--- config.mk ---
export PLATFORM = sky130hd
export DESIGN_NAME = uart_frame_codec_flat
export DESIGN_NICKNAME = d
export VERILOG_FILES = /design/src/rtl/uart_frame_codec_if.sv /design/src/rtl/uart_frame_codec.sv /design/src/flat_wrapper.sv
export SDC_FILE = /design/constraint.sdc
export NUM_CORES = 2
export LEC_CHECK = 0
export BUFFER_PORTS_ARGS = -buffer_cell sky130_fd_sc_hd__buf_2
export CAP_MARGIN = 20
export CORE_AREA = 5 5 419 421
export DETAILED_ROUTE_END_ITERATION = 6
export DIE_AREA = 0 0 424 426
export RECOVER_POWER = 25
export SETUP_SLACK_MARGIN = 0.05
export SYNTH_ARGS = -nofsm -noshare
export SYNTH_HDL_FRONTEND = slang
export SYNTH_SLANG_ARGS = --single-unit
--- constraint.sdc ---
create_clock -name sys_clk -period 5.34 [get_ports sys_clk]
set_clock_uncertainty 0.1 [all_clocks]
set_input_delay 1.602 -clock sys_clk [delete_from_list [all_inputs] [get_ports sys_clk]]
set_output_delay 1.602 -clock sys_clk [all_outputs]
set_load 0.02 [all_outputs]
--- src/rtl/uart_frame_codec_if.sv ---
// Byte-level link between uart_frame_codec (master modport) and the board UART PHY (slave modport).
interface uart_frame_codec_if;
    // TX: phy_tx_req is a 1-cycle request and phy_tx_data holds until the PHY answers with a 1-cycle
    // phy_tx_done; the next request never precedes that done. RX: phy_rx_vld is a 1-cycle strobe
    // qualifying phy_rx_data, with no back-pressure.
    logic [7:0] phy_tx_data;
    logic       phy_tx_req;
    logic       phy_tx_done;
    logic [7:0] phy_rx_data;
    logic       phy_rx_vld;

    modport master (
        output phy_tx_data,
        output phy_tx_req,
        input  phy_tx_done,
        input  phy_rx_data,
        input  phy_rx_vld
    );

    modport slave (
        input  phy_tx_data,
        input  phy_tx_req,
        output phy_tx_done,
        output phy_rx_data,
        output phy_rx_vld
    );
endinterface

--- src/rtl/uart_frame_codec.sv ---
// Delimiter framer/deframer between a flat payload vector and a byte UART PHY.
// Optional feature: define UART_FRAME_CHKSUM_EN to add a mod-256 checksum byte before the trailer.
module uart_frame_codec #(
    parameter int         MAX_LEN        = 64,
    parameter logic [7:0] DELIM          = 8'h26,
    parameter int         DELIM_CNT      = 2,
    parameter int         RX_TIMEOUT_CLK = 100000
) (
    input  logic                 sys_clk,
    input  logic                 sys_rst,
    input  logic [MAX_LEN*8-1:0] tx_string,
    input  logic [7:0]           tx_length,
    input  logic                 tx_req,
    output logic                 tx_busy,
    output logic                 tx_done,
    output logic                 tx_err,
    output logic [MAX_LEN*8-1:0] rx_string,
    output logic [7:0]           rx_length,
    output logic                 rx_busy,
    output logic                 rx_done,
    output logic [1:0]           rx_err,
    uart_frame_codec_if.master   phy,
    output logic [2:0]           dbg_tx_state_o,
    output logic                 dbg_rx_state_o
);
`ifdef UART_FRAME_CHKSUM_EN
    localparam int CHK_BYTES = 1;
`else
    localparam int CHK_BYTES = 0;
`endif
    localparam logic [7:0] RX_OVF_PTR = 8'(MAX_LEN + DELIM_CNT + CHK_BYTES);
    localparam logic [7:0] LAST_DELIM = 8'(DELIM_CNT - 1);
    localparam int         TW         = $clog2(RX_TIMEOUT_CLK + 1);

    typedef enum logic [2:0] {
        T_IDLE,
        T_HEAD,
        T_BODY,
`ifdef UART_FRAME_CHKSUM_EN
        T_CHK,
`endif
        T_TAIL,
        T_DONE
    } tx_state_e;

    typedef enum logic {R_HUNT, R_BODY} rx_state_e;

    tx_state_e            tx_state_q;
    logic [MAX_LEN*8-1:0] tx_buf_q;
    logic [7:0]           tx_len_q, tx_cnt_q, phy_tx_data_q;
    logic                 phy_tx_req_q, tx_busy_q, tx_done_q, tx_err_q;
    rx_state_e            rx_state_q;
    logic [MAX_LEN*8-1:0] rx_string_q;
    logic [7:0]           rx_length_q, rx_wr_ptr_q, rx_run_q;
    logic [TW-1:0]        rx_timer_q;
    logic                 rx_busy_q, rx_done_q;
    logic [1:0]           rx_err_q;
    tx_state_e            tx_after_st;
    logic [7:0]           tx_after_byte;
    logic                 tx_byte_done;

`ifdef UART_FRAME_CHKSUM_EN
    logic [7:0] tx_sum_q, rx_sum_q, rx_last_q, rx_pay_sum;

    // The checksum byte must never look like a delimiter on the wire.
    function automatic logic [7:0] chk_map(input logic [7:0] sum);
        return (sum == DELIM) ? 8'h00 : sum;
    endfunction

    assign tx_after_st   = T_CHK;
    assign tx_after_byte = chk_map(tx_sum_q);
    // rx_sum_q holds every body byte so far: payload, chk and all but the final trailer delimiter.
    assign rx_pay_sum    = rx_sum_q - 8'((DELIM_CNT - 1) * int'(DELIM)) - rx_last_q;
`else
    assign tx_after_st   = T_TAIL;
    assign tx_after_byte = DELIM;
`endif

    assign tx_byte_done = phy.phy_tx_done && !phy_tx_req_q;

    always_ff @(posedge sys_clk) begin
        if (sys_rst) begin
            tx_state_q    <= T_IDLE;
            tx_buf_q      <= '0;
            tx_len_q      <= '0;
            tx_cnt_q      <= '0;
            phy_tx_data_q <= '0;
            phy_tx_req_q  <= 1'b0;
            tx_busy_q     <= 1'b0;
            tx_done_q     <= 1'b0;
            tx_err_q      <= 1'b0;
`ifdef UART_FRAME_CHKSUM_EN
            tx_sum_q      <= '0;
`endif
        end else begin
            phy_tx_req_q <= 1'b0;
            tx_done_q    <= 1'b0;
            tx_err_q     <= 1'b0;
            case (tx_state_q)
                T_IDLE: if (tx_req) begin
                    if (tx_length > 8'(MAX_LEN)) begin
                        tx_err_q <= 1'b1;
                    end else begin
                        tx_buf_q      <= tx_string;
                        tx_len_q      <= tx_length;
                        tx_cnt_q      <= '0;
                        tx_busy_q     <= 1'b1;
                        phy_tx_req_q  <= 1'b1;
                        phy_tx_data_q <= DELIM;
                        tx_state_q    <= T_HEAD;
`ifdef UART_FRAME_CHKSUM_EN
                        tx_sum_q      <= '0;
`endif
                    end
                end
                T_HEAD: if (tx_byte_done) begin
                    phy_tx_req_q <= 1'b1;
                    if (tx_cnt_q != LAST_DELIM) begin
                        tx_cnt_q      <= tx_cnt_q + 8'd1;
                        phy_tx_data_q <= DELIM;
                    end else if (tx_len_q != 8'd0) begin
                        tx_cnt_q      <= '0;
                        phy_tx_data_q <= tx_buf_q[7:0];
                        tx_buf_q      <= tx_buf_q >> 8;
                        tx_state_q    <= T_BODY;
`ifdef UART_FRAME_CHKSUM_EN
                        tx_sum_q      <= tx_sum_q + tx_buf_q[7:0];
`endif
                    end else begin
                        tx_cnt_q      <= '0;
                        phy_tx_data_q <= tx_after_byte;
                        tx_state_q    <= tx_after_st;
                    end
                end
                // The payload is consumed from the low byte of a shift register.
                T_BODY: if (tx_byte_done) begin
                    phy_tx_req_q <= 1'b1;
                    if (tx_cnt_q != tx_len_q - 8'd1) begin
                        tx_cnt_q      <= tx_cnt_q + 8'd1;
                        phy_tx_data_q <= tx_buf_q[7:0];
                        tx_buf_q      <= tx_buf_q >> 8;
`ifdef UART_FRAME_CHKSUM_EN
                        tx_sum_q      <= tx_sum_q + tx_buf_q[7:0];
`endif
                    end else begin
                        tx_cnt_q      <= '0;
                        phy_tx_data_q <= tx_after_byte;
                        tx_state_q    <= tx_after_st;
                    end
                end
`ifdef UART_FRAME_CHKSUM_EN
                T_CHK: if (tx_byte_done) begin
                    phy_tx_req_q  <= 1'b1;
                    phy_tx_data_q <= DELIM;
                    tx_cnt_q      <= '0;
                    tx_state_q    <= T_TAIL;
                end
`endif
                T_TAIL: if (tx_byte_done) begin
                    if (tx_cnt_q != LAST_DELIM) begin
                        tx_cnt_q      <= tx_cnt_q + 8'd1;
                        phy_tx_req_q  <= 1'b1;
                        phy_tx_data_q <= DELIM;
                    end else begin
                        tx_done_q  <= 1'b1;
                        tx_state_q <= T_DONE;
                    end
                end
                T_DONE: begin
                    tx_busy_q  <= 1'b0;
                    tx_state_q <= T_IDLE;
                end
                default: tx_state_q <= T_IDLE;
            endcase
        end
    end

    always_ff @(posedge sys_clk) begin
        if (sys_rst) begin
            rx_state_q  <= R_HUNT;
            rx_string_q <= '0;
            rx_length_q <= '0;
            rx_wr_ptr_q <= '0;
            rx_run_q    <= '0;
            rx_timer_q  <= '0;
            rx_busy_q   <= 1'b0;
            rx_done_q   <= 1'b0;
            rx_err_q    <= 2'b00;
`ifdef UART_FRAME_CHKSUM_EN
            rx_sum_q    <= '0;
            rx_last_q   <= '0;
`endif
        end else begin
            rx_done_q <= 1'b0;
            rx_err_q  <= 2'b00;
            case (rx_state_q)
                R_HUNT: if (phy.phy_rx_vld) begin
                    if (phy.phy_rx_data != DELIM) begin
                        rx_run_q <= '0;
                    end else if (rx_run_q != LAST_DELIM) begin
                        rx_run_q <= rx_run_q + 8'd1;
                    end else begin
                        rx_run_q    <= '0;
                        rx_wr_ptr_q <= '0;
                        rx_timer_q  <= '0;
                        rx_busy_q   <= 1'b1;
                        rx_state_q  <= R_BODY;
`ifdef UART_FRAME_CHKSUM_EN
                        rx_sum_q    <= '0;
                        rx_last_q   <= '0;
`endif
                    end
                end
                R_BODY: if (phy.phy_rx_vld) begin
                    rx_timer_q <= '0;
                    if (rx_wr_ptr_q == RX_OVF_PTR) begin
                        rx_err_q   <= 2'b01;
                        rx_busy_q  <= 1'b0;
                        rx_run_q   <= '0;
                        rx_state_q <= R_HUNT;
                    end else begin
                        // Trailer delimiters land in rx_string too; they sit past rx_length.
                        for (int k = 0; k < MAX_LEN; k++) begin
                            if (rx_wr_ptr_q == 8'(k)) rx_string_q[8*k +: 8] <= phy.phy_rx_data;
                        end
                        rx_wr_ptr_q <= rx_wr_ptr_q + 8'd1;
`ifdef UART_FRAME_CHKSUM_EN
                        rx_sum_q    <= rx_sum_q + phy.phy_rx_data;
`endif
                        if (phy.phy_rx_data != DELIM) begin
                            rx_run_q  <= '0;
`ifdef UART_FRAME_CHKSUM_EN
                            rx_last_q <= phy.phy_rx_data;
`endif
                        end else if (rx_run_q != LAST_DELIM) begin
                            rx_run_q <= rx_run_q + 8'd1;
                        end else begin
                            rx_run_q   <= '0;
                            rx_busy_q  <= 1'b0;
                            rx_state_q <= R_HUNT;
`ifdef UART_FRAME_CHKSUM_EN
                            if (rx_wr_ptr_q == LAST_DELIM || chk_map(rx_pay_sum) != rx_last_q) begin
                                rx_err_q <= 2'b11;
                            end else begin
                                rx_length_q <= rx_wr_ptr_q - 8'(DELIM_CNT);
                                rx_done_q   <= 1'b1;
                            end
`else
                            rx_length_q <= rx_wr_ptr_q + 8'd1 - 8'(DELIM_CNT);
                            rx_done_q   <= 1'b1;
`endif
                        end
                    end
                end else if (rx_timer_q == TW'(RX_TIMEOUT_CLK - 1)) begin
                    rx_err_q   <= 2'b10;
                    rx_busy_q  <= 1'b0;
                    rx_run_q   <= '0;
                    rx_state_q <= R_HUNT;
                end else begin
                    rx_timer_q <= rx_timer_q + 1'b1;
                end
                default: rx_state_q <= R_HUNT;
            endcase
        end
    end

    assign phy.phy_tx_data = phy_tx_data_q;
    assign phy.phy_tx_req  = phy_tx_req_q;
    assign tx_busy         = tx_busy_q;
    assign tx_done         = tx_done_q;
    assign tx_err          = tx_err_q;
    assign rx_string       = rx_string_q;
    assign rx_length       = rx_length_q;
    assign rx_busy         = rx_busy_q;
    assign rx_done         = rx_done_q;
    assign rx_err          = rx_err_q;
    assign dbg_tx_state_o  = tx_state_q;
    assign dbg_rx_state_o  = rx_state_q;
endmodule

--- src/flat_wrapper.sv ---
// flat-port wrapper written by rule: the top's interface ports become plain ports
module uart_frame_codec_flat 
#(
    parameter int         MAX_LEN        = 64,
    parameter logic [7:0] DELIM          = 8'h26,
    parameter int         DELIM_CNT      = 2,
    parameter int         RX_TIMEOUT_CLK = 100000
)
  (sys_clk, sys_rst, tx_string, tx_length, tx_req, tx_busy, tx_done, tx_err, rx_string, rx_length, rx_busy, rx_done, rx_err, dbg_tx_state_o, dbg_rx_state_o, phy_phy_tx_data, phy_phy_tx_req, phy_phy_tx_done, phy_phy_rx_data, phy_phy_rx_vld);
  uart_frame_codec_if phy_i ();
  input  logic sys_clk;
  input  logic sys_rst;
  input  logic [MAX_LEN*8-1:0] tx_string;
  input  logic [7:0] tx_length;
  input  logic tx_req;
  output logic tx_busy;
  output logic tx_done;
  output logic tx_err;
  output logic [MAX_LEN*8-1:0] rx_string;
  output logic [7:0] rx_length;
  output logic rx_busy;
  output logic rx_done;
  output logic [1:0] rx_err;
  output logic [2:0] dbg_tx_state_o;
  output logic dbg_rx_state_o;
  output wire logic [$bits(phy_i.phy_tx_data)-1:0] phy_phy_tx_data;
  output wire logic [$bits(phy_i.phy_tx_req)-1:0] phy_phy_tx_req;
  input wire logic [$bits(phy_i.phy_tx_done)-1:0] phy_phy_tx_done;
  input wire logic [$bits(phy_i.phy_rx_data)-1:0] phy_phy_rx_data;
  input wire logic [$bits(phy_i.phy_rx_vld)-1:0] phy_phy_rx_vld;
  assign phy_phy_tx_data = phy_i.phy_tx_data;
  assign phy_phy_tx_req = phy_i.phy_tx_req;
  assign phy_i.phy_tx_done = phy_phy_tx_done;
  assign phy_i.phy_rx_data = phy_phy_rx_data;
  assign phy_i.phy_rx_vld = phy_phy_rx_vld;
  uart_frame_codec #(.MAX_LEN(MAX_LEN), .DELIM(DELIM), .DELIM_CNT(DELIM_CNT), .RX_TIMEOUT_CLK(RX_TIMEOUT_CLK)) u_core (.sys_clk(sys_clk), .sys_rst(sys_rst), .tx_string(tx_string), .tx_length(tx_length), .tx_req(tx_req), .tx_busy(tx_busy), .tx_done(tx_done), .tx_err(tx_err), .rx_string(rx_string), .rx_length(rx_length), .rx_busy(rx_busy), .rx_done(rx_done), .rx_err(rx_err), .phy(phy_i), .dbg_tx_state_o(dbg_tx_state_o), .dbg_rx_state_o(dbg_rx_state_o));
endmodule
==> results_dict.tcl <==
set metrics [dict create \
    ctsHoldBuffers 0 \
    synth-edff-count 0 \
    ys_top_cells_by_area "dfxtp_1 (45%), a211oi_1 (14%), mux2i_1 (6.3%)" \
    vias_per_cell 5.08 \
    reg2reg_setup_slack_ns 1.12 \
    syn_to_final_growth_pct 20.7 \
    layout_min_cycle_time_ns 4.80 \
    initial_core_util 0.286 \
    clock_latency_ns 0.77 \
    dieArea_sq_um 181000 \
    dp.cells 8735 \
    grt_pass1_wl_um 269000 \
    postSynthCellCount 5944 \
    post-route-period-util 0.899 \
    core_area_sq_um 171000 \
    synth.net_count 6489 \
    antenna_left 0 \
    hold_viol_final 0 \
    totalPowerFinal_w 0.0202 \
    cp_max_fo 131 \
    start_kind "primary input" \
    drive_gt1_frac 0.162 \
    hpwl_um 123000 \
    die_h_um 426 \
    overflow 0 \
    dp_slack_ns 0.202 \
    nets 7168 \
    drt_iter0_drc 3817 \
    worstHoldPathType "reg2reg" \
    end_kind "flop" \
    cts.repair.resized 0 \
    synth_area_leader_cell "dfxtp_1" \
    r2r_cells 8 \
    syn_avg_cell_area_sq_um 8.22 \
    synth_warnings 0 \
    ir_worst_vdd_uv 311 \
    outcome "finished, violations left" \
    syn-cell-area_sq_um 48900 \
    endpoint "u_core.tx_buf_q[362]$_SDFFE_PP0P_" \
    ys.flop_type "dfxtp_1" \
    ios 1073 \
    cts-root-buf "clkbuf_16" \
    htree_levels 3 \
    tightest_slew_ns 3.65 \
    port_buffers 1072 \
    antenna_found_initial 8 \
    final-max-slew-violation-count 83 \
    required_ns 5.90 \
    slew_headroom -1.43 \
    dr_total_vias 45500 \
    cts_tree "done" \
    fmaxAchievable_mhz 208 \
    post_drt_wl_per_cell_um 20.2 \
    power-per-cell-area_nw_per_um2 343 \
    clkSinkCount 1101 \
    drc 0 \
    clk_path_buf_depth 3 \
    drtPass1Iterations 6 \
    rsz0062_at_grt "no" \
    synth_top_area_frac 0.451 \
    grt.total_usage 0.188 \
    die_w_um 424 \
    cts_setup_buffers 0 \
    place_congestion 0.855 \
    final_cell_count_no_fill 8957 \
    wl_um 181000 \
    async_flop_share 0 \
    cap_violations 1 \
    floorplan.rows 152 \
    path_clk_slew_ns 0.06 \
    numCtsBuffers 118 \
    failed_checks "capacitance limit, slew limit" \
    arrival_ns 5.36 \
    ys_seq_elements 1101 \
    p_leak_nw 22.8 \
    utilization 0.345 \
    r2r-end "u_core.tx_buf_q[362]$_SDFFE_PP0P_" \
    r2r_start "u_core.tx_len_q[2]$_SDFFE_PP0P_" \
    worstSetupPathType "in2reg" \
    grt_pass1_vias 43700 \
    setup_tns_ns 0 \
    yosysSeqAreaShare 0.451 \
    synth_cell_types 64 \
    worst_slack_ns 0.541 \
    critical_path.startpoint "tx_length[3]" \
    grt_max_degree 207 \
    setup_viol 0 \
]
## per-layer routing
metal	up-vias	GRT usage	share of wire
met1	21700	0.225	0.40
met3	344	0.0484	0.073
met5	-	0	0
met4	0	0.0897	0.047
met2	1473	0.315	0.48
li1	21900	-	-
## metrics by stage
stage	hold WS [ns]	area, sq um
2_1_floorplan	0.329	48900
3_3_place_gp	0.339	55600
3_5_place_dp	0.344	55600
4_1_cts	0.325	59400
5_1_grt	0.354	59000
6_report	0.328	59000
## critical path, stage by stage
cell and delay, ns:
buf_2 0.12, nor4_1 1.02, clkbuf_1 0.27, nand2_1 0.15
a311oi_1 0.37, o211ai_1 0.20, buf_12 0.27, a21o_4 0.42
buf_12 0.33, a211oi_1 0.37
## flip-flops by register name (all words and copies together) (netlist names), 2 cells and up
signal / flops
u_core.rx_err: 2
u_core.phy.phy_tx_data: 8
u_core.tx_buf_q: 512
u_core.rx_length: 8
u_core.rx_string: 512
u_core.tx_cnt_q: 8
u_core.dbg_tx_state_o: 3
u_core.tx_len_q: 8
u_core.rx_run_q: 8
u_core.rx_wr_ptr_q: 8
u_core.rx_timer_q: 17
## kinds of logic after synthesis
family	count (synthesis)	synth area share
AO/OA/AOI/OAI	1814	0.250
XOR/XNOR	47	0.00842
adder cells (fa/ha/maj)	12	0.00307
buffers and inverters	1131	0.0919
flip-flops	1101	0.451
multiplexers	317	0.0651
AND/OR/NAND/NOR	1522	0.130
## where the power goes
group	leakage [nW]	internal (W)	switching [W]	total, W
combinational	12.0	0.000980	0.00205	0.00303
clock	1.90	0.00467	0.00358	0.00826
sequential	8.95	0.00877	0.000149	0.00892
total	22.8	0.0144	0.00578	0.0202
## synth_stat cells (3+ instances only)
cell,instances
ha_1,12
inv_1,524
a22oi_1,3
o21ai_1,3
buf_1,5
mux2i_1,309
a211oi_1,925
xnor2_1,26
a211oi_2,94
nand2b_1,4
nor3_1,15
nor2_1,368
nor2b_1,3
a21oi_1,240
nand2_1,787
and2_1,12
dfxtp_1,1101
clkbuf_1,453
nor4b_1,8
o221a_2,3
and4_1,3
and3_1,16
o21ai_0,515
xor2_1,21
nand3_1,266
nor3b_1,5
or3_1,5
nand4b_1,4
buf_4,22
nand4_1,9
buf_2,126
o2bb2ai_1,7
mux2_2,8
nor4_1,7
## cell type report
type	instances	area, sq um
fill	18000	112000
multi-input combinational	3712	22400
sequential	1101	22000
timing repair buffer	1166	5910
clock buffer	180	3470
tap	2233	2790
inverter	524	1970
clock inverter	34	398
antenna	7	17.5
## how the worst min path moves through the flow
stage	from	end	depth (start not counted)
after detailed placement	u_core.rx_string[31]$_SDFFE_PP0P_	u_core.rx_string[31]$_SDFFE_PP0P_	2
final	u_core.tx_buf_q[0]$_SDFFE_PP0P_	u_core.phy.phy_tx_data[0]$_SDFFE_PP0P_	2
after floorplan	u_core.tx_buf_q[0]$_SDFFE_PP0P_	u_core.phy.phy_tx_data[0]$_SDFFE_PP0P_	2
after global routing	u_core.tx_buf_q[4]$_SDFFE_PP0P_	u_core.phy.phy_tx_data[4]$_SDFFE_PP0P_	2
after CTS	u_core.tx_buf_q[0]$_SDFFE_PP0P_	u_core.phy.phy_tx_data[0]$_SDFFE_PP0P_	2
after global placement	u_core.rx_string[359]$_SDFFE_PP0P_	u_core.rx_string[359]$_SDFFE_PP0P_	2
## layout by cell type (no fill, tap or decap), types with 15 or more instances in the layout
cell type | synthesis | layout
a211oi_1 | 925 | 925
xor2_1 | 21 | 21
nor2_1 | 368 | 367
and3_1 | 16 | 16
nand2_1 | 787 | 787
clkbuf_8 | 0 | 28
clkbuf_1 | 453 | 409
nand3_1 | 266 | 266
a21oi_1 | 240 | 240
xnor2_1 | 26 | 26
nor3_1 | 15 | 15
o21ai_0 | 515 | 516
mux2i_1 | 309 | 309
inv_1 | 524 | 524
buf_4 | 22 | 66
clkinv_2 | 0 | 16
dfxtp_1 | 1101 | 1101
buf_12 | 0 | 23
buf_2 | 126 | 700
clkbuf_16 | 0 | 118
a211oi_2 | 94 | 93
No activity file was read; power rests on OpenSTA's default activity.
